$ cat src/rtl/port_arbiter_pkg.sv
// Shared types and constants for the router output-side merge stage.
package port_arbiter_pkg;

  localparam int NUM_PORTS = 4;
  localparam int ARB_DEPTH = 4;

  typedef logic [1:0] port_id_t;

  typedef struct packed {
    port_id_t    dest;
    logic [15:0] payload;
  } pkt_t;

endpackage

$ cat src/rtl/port_arbiter_if.sv
// Lane-side and link-side handshake bundle of the output merge stage.
import port_arbiter_pkg::*;

interface port_arbiter_if;
  pkt_t                 in_pkt [NUM_PORTS];
  logic [NUM_PORTS-1:0] in_valid;
  logic [NUM_PORTS-1:0] in_ready;
  pkt_t                 out_pkt;
  logic                 out_valid;
  logic                 out_ready;
  port_id_t             grant_id;

  modport master (
    output in_pkt, in_valid, out_ready,
    input  in_ready, out_pkt, out_valid, grant_id
  );

  modport slave (
    input  in_pkt, in_valid, out_ready,
    output in_ready, out_pkt, out_valid, grant_id
  );
endinterface

$ cat src/rtl/port_arbiter_fifo.sv
// Per-lane packet FIFO; DEPTH must be a power of two so the pointers wrap naturally.
import port_arbiter_pkg::*;

module pkt_fifo #(
  parameter int DEPTH = 4
) (
  input  logic                       clock,
  input  logic                       reset,
  input  logic                       push,
  input  logic                       pop,
  input  pkt_t                       din,
  output pkt_t                       dout,
  output logic                       full,
  output logic                       empty,
  output logic [$clog2(DEPTH+1)-1:0] count
);
  localparam int AW = $clog2(DEPTH);
  localparam int CW = $clog2(DEPTH+1);

  pkt_t          mem_r [DEPTH];
  logic [AW-1:0] wr_ptr_r;
  logic [AW-1:0] rd_ptr_r;
  logic [CW-1:0] count_r;
  logic          do_push_s;
  logic          do_pop_s;

  assign full      = (count_r == CW'(DEPTH));
  assign empty     = (count_r == CW'(0));
  assign count     = count_r;
  assign dout      = mem_r[rd_ptr_r];
  assign do_push_s = push && !full;
  assign do_pop_s  = pop && !empty;

  // Packet storage; contents need no reset because count guards every read.
  always_ff @(posedge clock) begin
    if (do_push_s) begin
      mem_r[wr_ptr_r] <= din;
    end
  end

  // Read/write pointers and occupancy.
  always_ff @(posedge clock) begin
    if (reset) begin
      wr_ptr_r <= AW'(0);
      rd_ptr_r <= AW'(0);
      count_r  <= CW'(0);
    end else begin
      if (do_push_s) begin
        wr_ptr_r <= wr_ptr_r + AW'(1);
      end
      if (do_pop_s) begin
        rd_ptr_r <= rd_ptr_r + AW'(1);
      end
      case ({do_push_s, do_pop_s})
        2'b10:   count_r <= count_r + CW'(1);
        2'b01:   count_r <= count_r - CW'(1);
        default: count_r <= count_r;
      endcase
    end
  end
endmodule

$ cat src/rtl/port_arbiter.sv
// Four-lane merge stage: lane FIFOs, arbiter and registered output link.
// Define ROUTER_ARB_FIXED_PRIO_EN for fixed priority (lane 0 highest) instead of round-robin.
import port_arbiter_pkg::*;

module port_arbiter #(
  parameter int DEPTH = ARB_DEPTH
) (
  input logic           clock,
  input logic           reset,
  port_arbiter_if.slave bus
);
  localparam int CW = $clog2(DEPTH+1);

  pkt_t                 fifo_dout_s  [NUM_PORTS];
  logic [CW-1:0]        fifo_count_s [NUM_PORTS];
  logic [NUM_PORTS-1:0] fifo_full_s;
  logic [NUM_PORTS-1:0] fifo_empty_s;
  logic [NUM_PORTS-1:0] push_s;
  logic [NUM_PORTS-1:0] pop_s;
  logic [NUM_PORTS-1:0] in_ready_s;
  logic                 free_s;
  logic                 grant_s;
  port_id_t             winner_s;
  port_id_t             idx_s;
  pkt_t                 out_pkt_r;
  logic                 out_valid_r;
  port_id_t             grant_id_r;
`ifndef ROUTER_ARB_FIXED_PRIO_EN
  port_id_t             last_grant_r;
`endif

  for (genvar i = 0; i < NUM_PORTS; i++) begin : g_lane
    // Readiness is derived from occupancy only: a full lane never pushes through a same-cycle pop.
    assign in_ready_s[i] = (fifo_count_s[i] < CW'(DEPTH));
    assign push_s[i]     = bus.in_valid[i] && !fifo_full_s[i];
    assign pop_s[i]      = grant_s && (winner_s == port_id_t'(i));

    pkt_fifo #(.DEPTH(DEPTH)) u_fifo (
      .clock (clock),
      .reset (reset),
      .push  (push_s[i]),
      .pop   (pop_s[i]),
      .din   (bus.in_pkt[i]),
      .dout  (fifo_dout_s[i]),
      .full  (fifo_full_s[i]),
      .empty (fifo_empty_s[i]),
      .count (fifo_count_s[i])
    );
  end

  assign bus.in_ready  = in_ready_s;
  assign bus.out_pkt   = out_pkt_r;
  assign bus.out_valid = out_valid_r;
  assign bus.grant_id  = grant_id_r;

  // Winner search: scan lowest priority first so the highest-priority non-empty lane is written last.
  always_comb begin
    free_s   = !out_valid_r || bus.out_ready;
    grant_s  = free_s && !(&fifo_empty_s);
    winner_s = 2'd0;
    idx_s    = 2'd0;
`ifdef ROUTER_ARB_FIXED_PRIO_EN
    for (int k = NUM_PORTS - 1; k >= 0; k--) begin
      idx_s = port_id_t'(k);
      if (!fifo_empty_s[idx_s]) begin
        winner_s = idx_s;
      end else begin
        winner_s = winner_s;
      end
    end
`else
    for (int k = NUM_PORTS; k >= 1; k--) begin
      idx_s = last_grant_r + port_id_t'(k);
      if (!fifo_empty_s[idx_s]) begin
        winner_s = idx_s;
      end else begin
        winner_s = winner_s;
      end
    end
`endif
  end

  // Output register and round-robin pointer.
  always_ff @(posedge clock) begin
    if (reset) begin
      out_pkt_r    <= '0;
      out_valid_r  <= 1'b0;
      grant_id_r   <= 2'd0;
`ifndef ROUTER_ARB_FIXED_PRIO_EN
      last_grant_r <= 2'd3;
`endif
    end else if (grant_s) begin
      out_pkt_r    <= fifo_dout_s[winner_s];
      out_valid_r  <= 1'b1;
      grant_id_r   <= winner_s;
`ifndef ROUTER_ARB_FIXED_PRIO_EN
      last_grant_r <= winner_s;
`endif
    end else if (free_s) begin
      out_valid_r <= 1'b0;
    end
  end
endmodule

$ cat src/flat_wrapper.sv
// flat-port wrapper written by rule: the top's interface ports become plain ports
module port_arbiter_flat 
#(
  parameter int DEPTH = ARB_DEPTH
)
  (clock, reset, bus_in_pkt, bus_in_valid, bus_out_ready, bus_in_ready, bus_out_pkt, bus_out_valid, bus_grant_id);
  port_arbiter_if bus_i ();
  input logic clock;
  input logic reset;
  input wire logic [$bits(bus_i.in_pkt)-1:0] bus_in_pkt;
  input wire logic [$bits(bus_i.in_valid)-1:0] bus_in_valid;
  input wire logic [$bits(bus_i.out_ready)-1:0] bus_out_ready;
  output wire logic [$bits(bus_i.in_ready)-1:0] bus_in_ready;
  output wire logic [$bits(bus_i.out_pkt)-1:0] bus_out_pkt;
  output wire logic [$bits(bus_i.out_valid)-1:0] bus_out_valid;
  output wire logic [$bits(bus_i.grant_id)-1:0] bus_grant_id;
  assign bus_i.in_pkt = {>>{bus_in_pkt}};
  assign bus_i.in_valid = bus_in_valid;
  assign bus_i.out_ready = bus_out_ready;
  assign bus_in_ready = bus_i.in_ready;
  assign bus_out_pkt = bus_i.out_pkt;
  assign bus_out_valid = bus_i.out_valid;
  assign bus_grant_id = bus_i.grant_id;
  port_arbiter #(.DEPTH(DEPTH)) u_core (.clock(clock), .reset(reset), .bus(bus_i));
endmodule
$ cat config.mk
export PLATFORM = sky130hd
export DESIGN_NAME = port_arbiter_flat
export DESIGN_NICKNAME = d
export VERILOG_FILES = /design/src/rtl/port_arbiter_pkg.sv /design/src/rtl/port_arbiter_if.sv /design/src/rtl/port_arbiter_fifo.sv /design/src/rtl/port_arbiter.sv /design/src/flat_wrapper.sv
export SDC_FILE = /design/constraint.sdc
export NUM_CORES = 1
export LEC_CHECK = 0
export ABC_AREA = 1
export CAP_MARGIN = 10
export CORE_MARGIN = 2
export CORE_UTILIZATION = 58
export CTS_CLUSTER_SIZE = 16
export DETAILED_ROUTE_END_ITERATION = 16
export GPL_ROUTABILITY_DRIVEN = 0
export PLACE_DENSITY = 0.83
export SLEW_MARGIN = 15
export SYNTH_ARGS = -nofsm -noshare
export SYNTH_HDL_FRONTEND = slang
export SYNTH_SLANG_ARGS = --single-unit
$ cat constraint.sdc
create_clock -name clock -period 2.8 [get_ports clock]
set_input_delay 0.56 -clock clock [delete_from_list [all_inputs] [get_ports clock]]
set_output_delay 0.56 -clock clock [all_outputs]
set_load 0.01 [all_outputs]
==> results of run 1 <==
==> metrics by stage <==
step	util, %	setup WS, ps	total power, uW	std cells
global placement	65.01	104.9	13770	1672
finish	69.99	132.0	18860	1736
floorplan	-	319.3	11460	1263
detailed placement	65.01	53.72	13990	1672
global route	69.99	-61.46	19850	1736
CTS	69.73	3.517	18620	1734
==> timing repair <==
| item | CTS | global route |
|---|---|---|
| buffers inserted | 0 | 1 |
| setup endpoints to repair | 0 | 7 |
| resized for setup | 0 | 17 |
==> final timing paths <==
check | to | depth (start not counted)
max | u_core.g_lane[0].u_fifo.count[2]$_SDFFE_PP0P_ | 18
max reg2reg | u_core.g_lane[0].u_fifo.count[2]$_SDFFE_PP0P_ | 18
min reg2reg | u_core.bus.grant_id[1]$_SDFFE_PP0N_ | 2
min | u_core.bus.grant_id[1]$_SDFFE_PP0N_ | 2
==> metal layers <==
metal | track usage, % | vias up
met2 | 41.99 | 472
li1 | - | 4684
met5 | 0 | -
met4 | 9.619 | 0
met1 | 35.95 | 4807
met3 | 4.081 | 62
==> state kept, by name, summed over array words and instances (netlist names), named ones only <==
| signal | cells |
|---|---|
| u_core.g_lane.u_fifo.mem_r | 288 |
| u_core.bus.out_pkt | 18 |
| u_core.g_lane.u_fifo.count | 12 |
| u_core.g_lane.u_fifo.rd_ptr_r | 8 |
| u_core.g_lane.u_fifo.wr_ptr_r | 8 |
| u_core.bus.grant_id | 2 |
| u_core.last_grant_r | 2 |
| u_core.bus.out_valid | 1 |
==> power groups by stage <==
stage	Combinational, uW	Sequential (uW)	Clock, uW
after floorplan	4830	6630	0
after global placement	7080	6680	0
after detailed placement	7280	6710	0
after CTS	7390	6610	4630
after global routing	8330	6690	4820
final	7610	6650	4590
==> critical path: stages (launching register included) <==
cell and delay (ps):
dfxtp_1 350, nor2_2 170, nand3_1 140, nand3_1 150
nand2_1 80, inv_2 90, nand2_2 80, nand2_4 90
nand2_8 110, inv_1 90, nand3_1 100, inv_2 90
ha_1 140, inv_1 60, fa_1 370, a21oi_1 140
o21ai_0 120, o21ai_1 140, a21oi_1 50
==> cell type report <==
cell class,count,share of cell area [%]
diodes,1,0.01474
clock buffers,47,5.721
clock inverters,15,1.025
inverters,86,1.917
multi-input cells,765,22.72
flip-flops and latches,347,57.94
well taps,324,2.389
repair buffers,151,8.272
==> cell families (layout without fill, tap and decap cells) <==
| logic type | Yosys count | in the layout | share of synthesized area, % |
|---|---|---|---|
| compound gates | 277 | 277 | 10.11 |
| simple gates | 460 | 460 | 14.07 |
| other cells | 0 | 1 | 0 |
| flops | 347 | 347 | 69.01 |
| buf+inv | 151 | 299 | 4.243 |
| xor+xnor | 4 | 4 | 0.2460 |
| fa+ha+maj | 24 | 24 | 2.319 |
==> cell usage in the layout (no fill, tap or decap), types with 18 or more instances in the layout <==
master           Yosys  layout
a21oi_1             54      54
buf_4                4      47
clkbuf_16            0      35
clkdlybuf4s50_1      0     103
dfxtp_1             59      58
edfxtp_1           288     288
ha_1                20      20
inv_1               73      71
nand2_1             88      87
nand3_1             73      71
nand3b_1            18      18
nand4_1             20      20
nor2_1             250     247
o21ai_0            182     180
o22ai_1             38      38
==> out/metrics.cfg, run 1 <==
[worst_setup_path]
r2r_start=u_core.g_lane[1].u_fifo.count[1]$_SDFFE_PP0P_
crit_type=flip-flop to flip-flop
crit_path_start=u_core.g_lane[1].u_fifo.count[1]$_SDFFE_PP0P_
cp_data_arrival_time_ps=3070
path_max_fanout=14
ff2ff_setup_slack_ps=130
endpoint_kind=flip-flop
critPathRequiredTime_ps=3200
startpoint_type=flip-flop

[floorplan]
die_width_um=160.7
fp.dieH_um=160.7
core-area_um2=24250
die_area_um2=25830
row_count=57
ios=104
start_util_pct=58.74

[final_layout]
synthToLayoutAreaGrowth_pct=19.15
regArea_um2=9833
drive_gt1_share_pct=9.072
fill_cells=1620
fin_nets=1488
multi_input_area_um2=3856
final_area_um2=16970

[global_route]
antenna_found_initial=1
grt_pass1_vias=9558
grt_start_max_net_pins=47
grt_first_pass_wirelength_mm=52.03
grt_overflow=0
grtUsageTotal_pct=25.90

[logic_synthesis]
synth_top_cells_by_count=288 x edfxtp_1, 250 x nor2_1, 182 x o21ai_0, 88 x nand2_1
ys_ff_latch=347
synth-edff-count=288
async_reset_ff_share_pct=0
synth_cells=1263
netlist.area_leader.share_pct=60.72
yosysTopAreaCell=edfxtp_1
ys_warn_count=0
synth_most_common_cell=edfxtp_1
yosysUniqueCellTypes=30
synth_flop_cell=edfxtp_1
syn_area_per_cell_um2=11.28
syn-num-nets=1366
synthTopCellsByArea=edfxtp_1 61%, dfxtp_1 8.3%, nor2_1 6.6%, o21ai_0 6.4%, nand3_1 2.6%
syn_area_um2=14240
ys_seq_area_share_pct=69.01

[detailed_routing]
m1WireLength_mm=13.54
wl_mm=33.59
remaining_drc_errors=0
firstDrtPassIters=6
wl_met3_mm=2.516
viasPerCell=5.775
top_layer_used=met4
met2WireLength_mm=16.48
wl_per_cell_um=19.35
drt_iter0_drc=1363
vias=10030
antenna_left=0

[power_and_ir_drop]
irDropWorstVdd_mv=0.8303
seq_power_share_pct=35.3
switching_share_pct=39.10
p_per_area_nw_per_um2=1111
power_frac_clock_pct=24.3
p_comb_share_pct=40.4
power.internal_uw=11480
switching_power_uw=7373
p_leak_uw=0.006163

[clock_network]
cts.sinks=347
clock_path_buffers=3
path_clk_slew_ps=60
cts_buffers=34
cts_tree=yes
cts_hold_buf=0
clk_latency_ps=520
htreeDepth=2
cts-root-buf=clkbuf_16

[sta]
worst_slew_pin_slew_ps=638.6
tns_ps=0
max_freq_mhz=374.8
period_share_pct=95.28
finalSetupViolations=0
post-route-min-period_ps=2668
relSlewSlack_pct=57.16
whs_ps=466.1
rsz0062_at_grt=true
fin_skew_ps=24.24
slew_viol_final=0
final_hold_viol_count=0

[hold_path]
hp-start=u_core.bus.grant_id[1]$_SDFFE_PP0N_
hp-class=flip-flop to flip-flop

[status]
status=completed

[place]
placed_area_um2=15760
portBuffers=103
dp_hpwl_mm=20.83

[run]
max_cap_viol_count=0

No activity file was read; power rests on OpenSTA's default activity.
==> run 2: changes to the inputs <==
- CORE_UTILIZATION: 58 -> 60
- CTS_BUF_LIST: unset -> sky130_fd_sc_hd__clkbuf_4
- PLACE_DENSITY: 0.83 -> 0.85
- TNS_END_PERCENT: unset -> 50
==> run 2 against run 1 <==
  * Flip-flop and latch count unchanged
  * Die area decreased by 3.3%
  * Highest routed layer unchanged
  * Design area decreased by 0.14%
  * Power decreased by 2.0%
  * Wire length increased by 0.85%
  * Sequential share of layout area increased by 0.081 points
  * Register-to-register slack about the same
  * Clock power decreased by 7.0%
  * First-iteration DRC count increased by 9.2%
  * Final cell count increased by 4.8%
==> out/metrics.cfg, run 2 (synthesis gave the netlist of run 1 again) <==
[status]
status=completed

[power_and_ir_drop]
total_power_uw=18480
irDropWorstVdd_mv=1.024
p_leak_uw=0.006247
p_per_area_nw_per_um2=1090

[clock_network]
cts_tree=yes
htreeDepth=3
path_clk_slew_ps=70
clock_path_buffers=3
cts-root-buf=clkbuf_4
cts_buffers=84
clk_latency_ps=710
cts.sinks=347

[global_route]
grt_overflow=0
grt_start_max_net_pins=40
grt_first_pass_wirelength_mm=51.27
antenna_found_initial=1
grt_pass1_vias=9905
grtUsageTotal_pct=27.04

[hold_path]
hp-class=flip-flop to flip-flop
hp-start=u_core.bus.grant_id[0]$_SDFFE_PP0N_
min_path_cells=2

[sta]
relSlewSlack_pct=56.18
fin_skew_ps=49.31
post-route-min-period_ps=2665
setup_ws_ps=135.1
max_freq_mhz=375.3
whs_ps=470.2
worst_slew_pin_slew_ps=653.3
final_hold_viol_count=0
slew_viol_final=0
period_share_pct=95.17
finalSetupViolations=0

[worst_setup_path]
startpoint_type=flip-flop
cp_cell_sequence=xnor2_4, inv_2, nand3_1, nand2_1, nand2_2, nand2_2, nand2_4, nand2_8, inv_1, nand3_1, inv_1, ha_1, inv_1, fa_2, a21oi_2, o21ai_1, o21ai_1, a21oi_1
endpoint_kind=flip-flop
path_max_fanout=10
ff2ff_setup_slack_ps=140
cp_data_arrival_time_ps=3270
r2r_end=u_core.g_lane[0].u_fifo.count[2]$_SDFFE_PP0P_
worstRegToRegCells=18
crit_type=flip-flop to flip-flop
crit_path_start=u_core.last_grant_r[1]$_SDFFE_PP1N_
cp_slowest_cell=dfxtp_1
r2r_start=u_core.last_grant_r[1]$_SDFFE_PP1N_
endpoint=u_core.g_lane[0].u_fifo.count[2]$_SDFFE_PP0P_
path_common_cell=inv_1
slowest_delay_ps=480
critPathRequiredTime_ps=3400

[final_layout]
layout_commonest_cell=edfxtp_1
regMostFlops=u_core.g_lane.u_fifo.mem_r
final_cells=1819
drive_gt1_share_pct=13.88
final_cell_mix=288 x edfxtp_1, 247 x nor2_1, 176 x o21ai_0
fin_nets=1535
largest_reg_flops=288
synthToLayoutAreaGrowth_pct=18.98
fill_cells=1489

[floorplan]
core-area_um2=23400
fp.dieH_um=158.1
row_count=56
die_area_um2=24990
die_width_um=158.1
start_util_pct=60.86
ios=104

[place]
portBuffers=103
preCtsSetupSlack_ps=-14.60
dp_hpwl_mm=20.94
dpl.cell_count=1665

[detailed_routing]
wl_mm=33.88
firstDrtPassIters=6
vias=10380
antenna_left=0
remaining_drc_errors=0
drt_iter0_drc=1488
wl_per_cell_um=18.62
viasPerCell=5.708

[run]
max_cap_viol_count=0

[run 2: repair_timing]
| action | in CTS | in global routing |
|---|---|---|
| resized for setup | 2 | 26 |
| pin swaps | 0 | 1 |
| hold buffers | 0 | 0 |
| cloned | 0 | 0 |
| setup buffers | 0 | 0 |
| endpoints found under the setup margin | 2 | 5 |
[run 2: where the power goes]
part	internal (uW)	switching (uW)
sequential	6290	382
clock	2290	1980
combinational	2470	5060
total	11100	7420
[run 2: critical path: cells and delay by family (launching register included)]
family	cells	cell delay [ps]
flip-flops	1	480
adder cells (fa/ha/maj)	2	500
AO/OA/AOI/OAI	4	460
buffers and inverters	4	340
XOR/XNOR	1	170
AND/OR/NAND/NOR	7	610
[run 2: worst min path at each step]
stage	to
after floorplan	flip-flop
after global placement	u_core.bus.grant_id[1]$_SDFFE_PP0N_
after detailed placement	u_core.bus.grant_id[0]$_SDFFE_PP0N_
after CTS	u_core.g_lane[2].u_fifo.mem_r[2][7]$_DFFE_PP_
after global routing	u_core.g_lane[2].u_fifo.mem_r[2][7]$_DFFE_PP_
final	u_core.bus.grant_id[0]$_SDFFE_PP0N_
[run 2: area by class of cell]
class                   instances  area, um2  share of cell area, %
flip-flops and latches        347       9833                  58.02
multi-input cells             765       3896                  22.99
repair buffers                148       1369                  8.077
clock buffers                 122      915.9                  5.404
well taps                     319      399.1                  2.355
inverters                      86      325.3                  1.920
clock inverters                31      206.4                  1.218
diodes                          1      2.502                0.01477
[run 2: metal layers]
layer | GRT usage [%] | part of all wire [%]
met5 | 0 | 0
met4 | 12.01 | 2.6
met3 | 5.365 | 9.7
met2 | 43.33 | 49
met1 | 36.24 | 39
[run 2: metrics by stage]
step / util, % / setup TNS (ps) / instance area (um2)
final: 72.42 / 0 / 16950
after global placement: 67.22 / 0 / 15730
after floorplan: - / 0 / 14240
after CTS: 72.03 / 0 / 16860
after detailed placement: 67.22 / -14.60 / 15730
after global routing: 72.42 / -13.87 / 16950
==> run 3: changes to the inputs <==
- clock period: 2.8 -> 3.05 ns (I/O delays scaled with it)
==> run 3 against run 2 <==
  * Sequential share of layout area up 0.45 points
  * Core utilization shrank 0.58 points
  * First-iteration DRC count fell by 1.0%
  * Hold slack improved by 5.9 ps
  * Power fell by 9.6%
  * Clock skew shrank 1.6 ps
  * Maximum frequency down 2.0%
  * Flip-flop and latch count stayed put
  * Clock power is 7.7% lower
  * Global-route usage fell by 0.41 points
==> out/metrics.cfg, run 3 (synthesis gave the netlist of run 1 again) <==
[detailed_routing]
viasPerCell=5.777
firstDrtPassIters=8
antenna_left=0
remaining_drc_errors=0
drt_iter0_drc=1473
wl_per_cell_um=18.41
vias=10480
wl_mm=33.40

[final_layout]
final_area_um2=16810
final_cell_mix=288 x edfxtp_1, 250 x nor2_1, 182 x o21ai_0
drive_gt1_share_pct=12.78
largest_reg_flops=288
layout_commonest_cell=edfxtp_1
fill_cells=1566
synthToLayoutAreaGrowth_pct=18.03
regMostFlops=u_core.g_lane.u_fifo.mem_r
fin_nets=1526
multi_input_area_um2=3810
regArea_um2=9831

[worst_setup_path]
ff2ff_setup_slack_ps=330
cp_data_arrival_time_ps=3310
path_max_fanout=5
r2r_start=u_core.last_grant_r[1]$_SDFFE_PP1N_
r2r_end=u_core.g_lane[0].u_fifo.count[2]$_SDFFE_PP0P_
startpoint_type=flip-flop
path_buf_inv=4
critPathTopFamily=simple AND/OR/NAND/NOR gates
slowest_delay_ps=370
worstRegToRegCells=16
critPathRequiredTime_ps=3640
cp_cell_sequence=xnor2_1, nand3_1, nand2_1, inv_1, nand3_1, nand2_1, inv_2, nand3_1, inv_1, ha_1, inv_1, fa_1, a21oi_1, o21ai_0, o21ai_0, a21oi_1
crit_type=flip-flop to flip-flop
cp_slowest_cell=fa_1
endpoint_kind=flip-flop

[floorplan]
row_count=56
ios=104
fp.dieH_um=158.1
core-area_um2=23400
die_width_um=158.1
start_util_pct=60.86
die_area_um2=24990

[sta]
whs_ps=476.1
finalSetupViolations=0
tns_ps=0
worst_slew_pin_slew_ps=936.9
relSlewSlack_pct=37.16
max_freq_mhz=367.6
slew_viol_final=0
post-route-min-period_ps=2720
period_share_pct=89.19
fin_skew_ps=47.75
rsz0062_at_grt=false
final_hold_viol_count=0

[clock_network]
clk_latency_ps=720
cts-root-buf=clkbuf_4
cts_hold_buf=0
post_cts_buffers=0
clock_path_buffers=3
cts_buffers=83
cts.sinks=347
cts_tree=yes
path_clk_slew_ps=60
htreeDepth=3

[hold_path]
min_path_cells=2
whs_endpoint=u_core.bus.grant_id[1]$_SDFFE_PP0N_
hp-start=u_core.bus.grant_id[1]$_SDFFE_PP0N_
hp-class=flip-flop to flip-flop

[power_and_ir_drop]
switching_power_uw=6728
total_power_uw=16700
irDropWorstVdd_mv=0.7921
p_per_area_nw_per_um2=993.2
power_frac_clock_pct=23.6
seq_power_share_pct=36.4
power.internal_uw=9971
p_leak_uw=0.006194
p_comb_share_pct=40.0
switching_share_pct=40.29

[place]
placed_area_um2=15670
dp_hpwl_mm=20.20
portBuffers=103

[global_route]
grt_pass1_vias=9609
antenna_found_initial=1
grt_first_pass_wirelength_mm=50.45
grtUsageTotal_pct=26.62
grt_overflow=0
grt_start_max_net_pins=46

[run]
max_cap_viol_count=0

[status]
status=completed

## run 3: repair_timing
item,4_1_cts,5_1_grt
endpoints found under the setup margin,0,2
endpoints found under the hold margin,0,0
gates resized for setup,0,1
## run 3: layout make-up
class,instances,share of cell area (%)
Multi-Input combinational cell,765,22.66
Sequential cell,347,58.47
Clock inverter,30,1.146
Antenna cell,1,0.01488
Inverter,86,1.920
Tap cell,319,2.374
Timing Repair Buffer,140,7.784
Clock buffer,126,5.626
## run 3: per-layer routing
metal	share of wire, %	vias to the layer above	track usage, %	routed length (um)
li1	-	4833	-	-
met1	38	4941	36.47	12810
met2	48	630	41.90	16160
met3	10	75	5.201	3430
met4	3.0	0	11.71	999
met5	0	-	0	0
## run 3: worst max-delay path by stage
stage / from / to / slack [ps] / depth (start not counted)
after floorplan: u_core.last_grant_r[0]$_SDFFE_PP1N_ / u_core.g_lane[3].u_fifo.count[2]$_SDFFE_PP0P_ / 570 / 17
after global placement: bus_out_ready / u_core.g_lane[0].u_fifo.count[1]$_SDFFE_PP0P_ / 240 / 11
after detailed placement: bus_out_ready / u_core.g_lane[0].u_fifo.count[1]$_SDFFE_PP0P_ / 210 / 11
after CTS: u_core.last_grant_r[0]$_SDFFE_PP1N_ / u_core.g_lane[0].u_fifo.count[2]$_SDFFE_PP0P_ / 310 / 17
after global routing: u_core.g_lane[3].u_fifo.count[1]$_SDFFE_PP0P_ / u_core.g_lane[0].u_fifo.count[2]$_SDFFE_PP0P_ / 20 / 16
final: u_core.last_grant_r[1]$_SDFFE_PP1N_ / u_core.g_lane[0].u_fifo.count[2]$_SDFFE_PP0P_ / 330 / 16
## run 3: per-stage QoR
stage / setup slack (ps) / util, % / instances
6_report: 329.7 / 71.84 / 1814
5_1_grt: 19.56 / 71.84 / 1814
4_1_cts: 313.5 / 71.82 / 1813
3_5_place_dp: 212.5 / 66.96 / 1657
3_3_place_gp: 239.8 / 66.96 / 1657
2_1_floorplan: 569.3 / - / 1263
## run 3: power by group through the flow
stage	sequential, uW	combinational, uW	clock [uW]
3_5_place_dp	6170	6490	0
6_report	6080	6670	3940
3_3_place_gp	6140	6310	0
5_1_grt	6120	7270	4190
2_1_floorplan	6090	4430	0
4_1_cts	6070	6560	3990
## run 3: worst min-delay path: stages, from the launching register on
cell and delay (ps):
dfxtp_1 320, nand2_1 60, a21oi_1 50
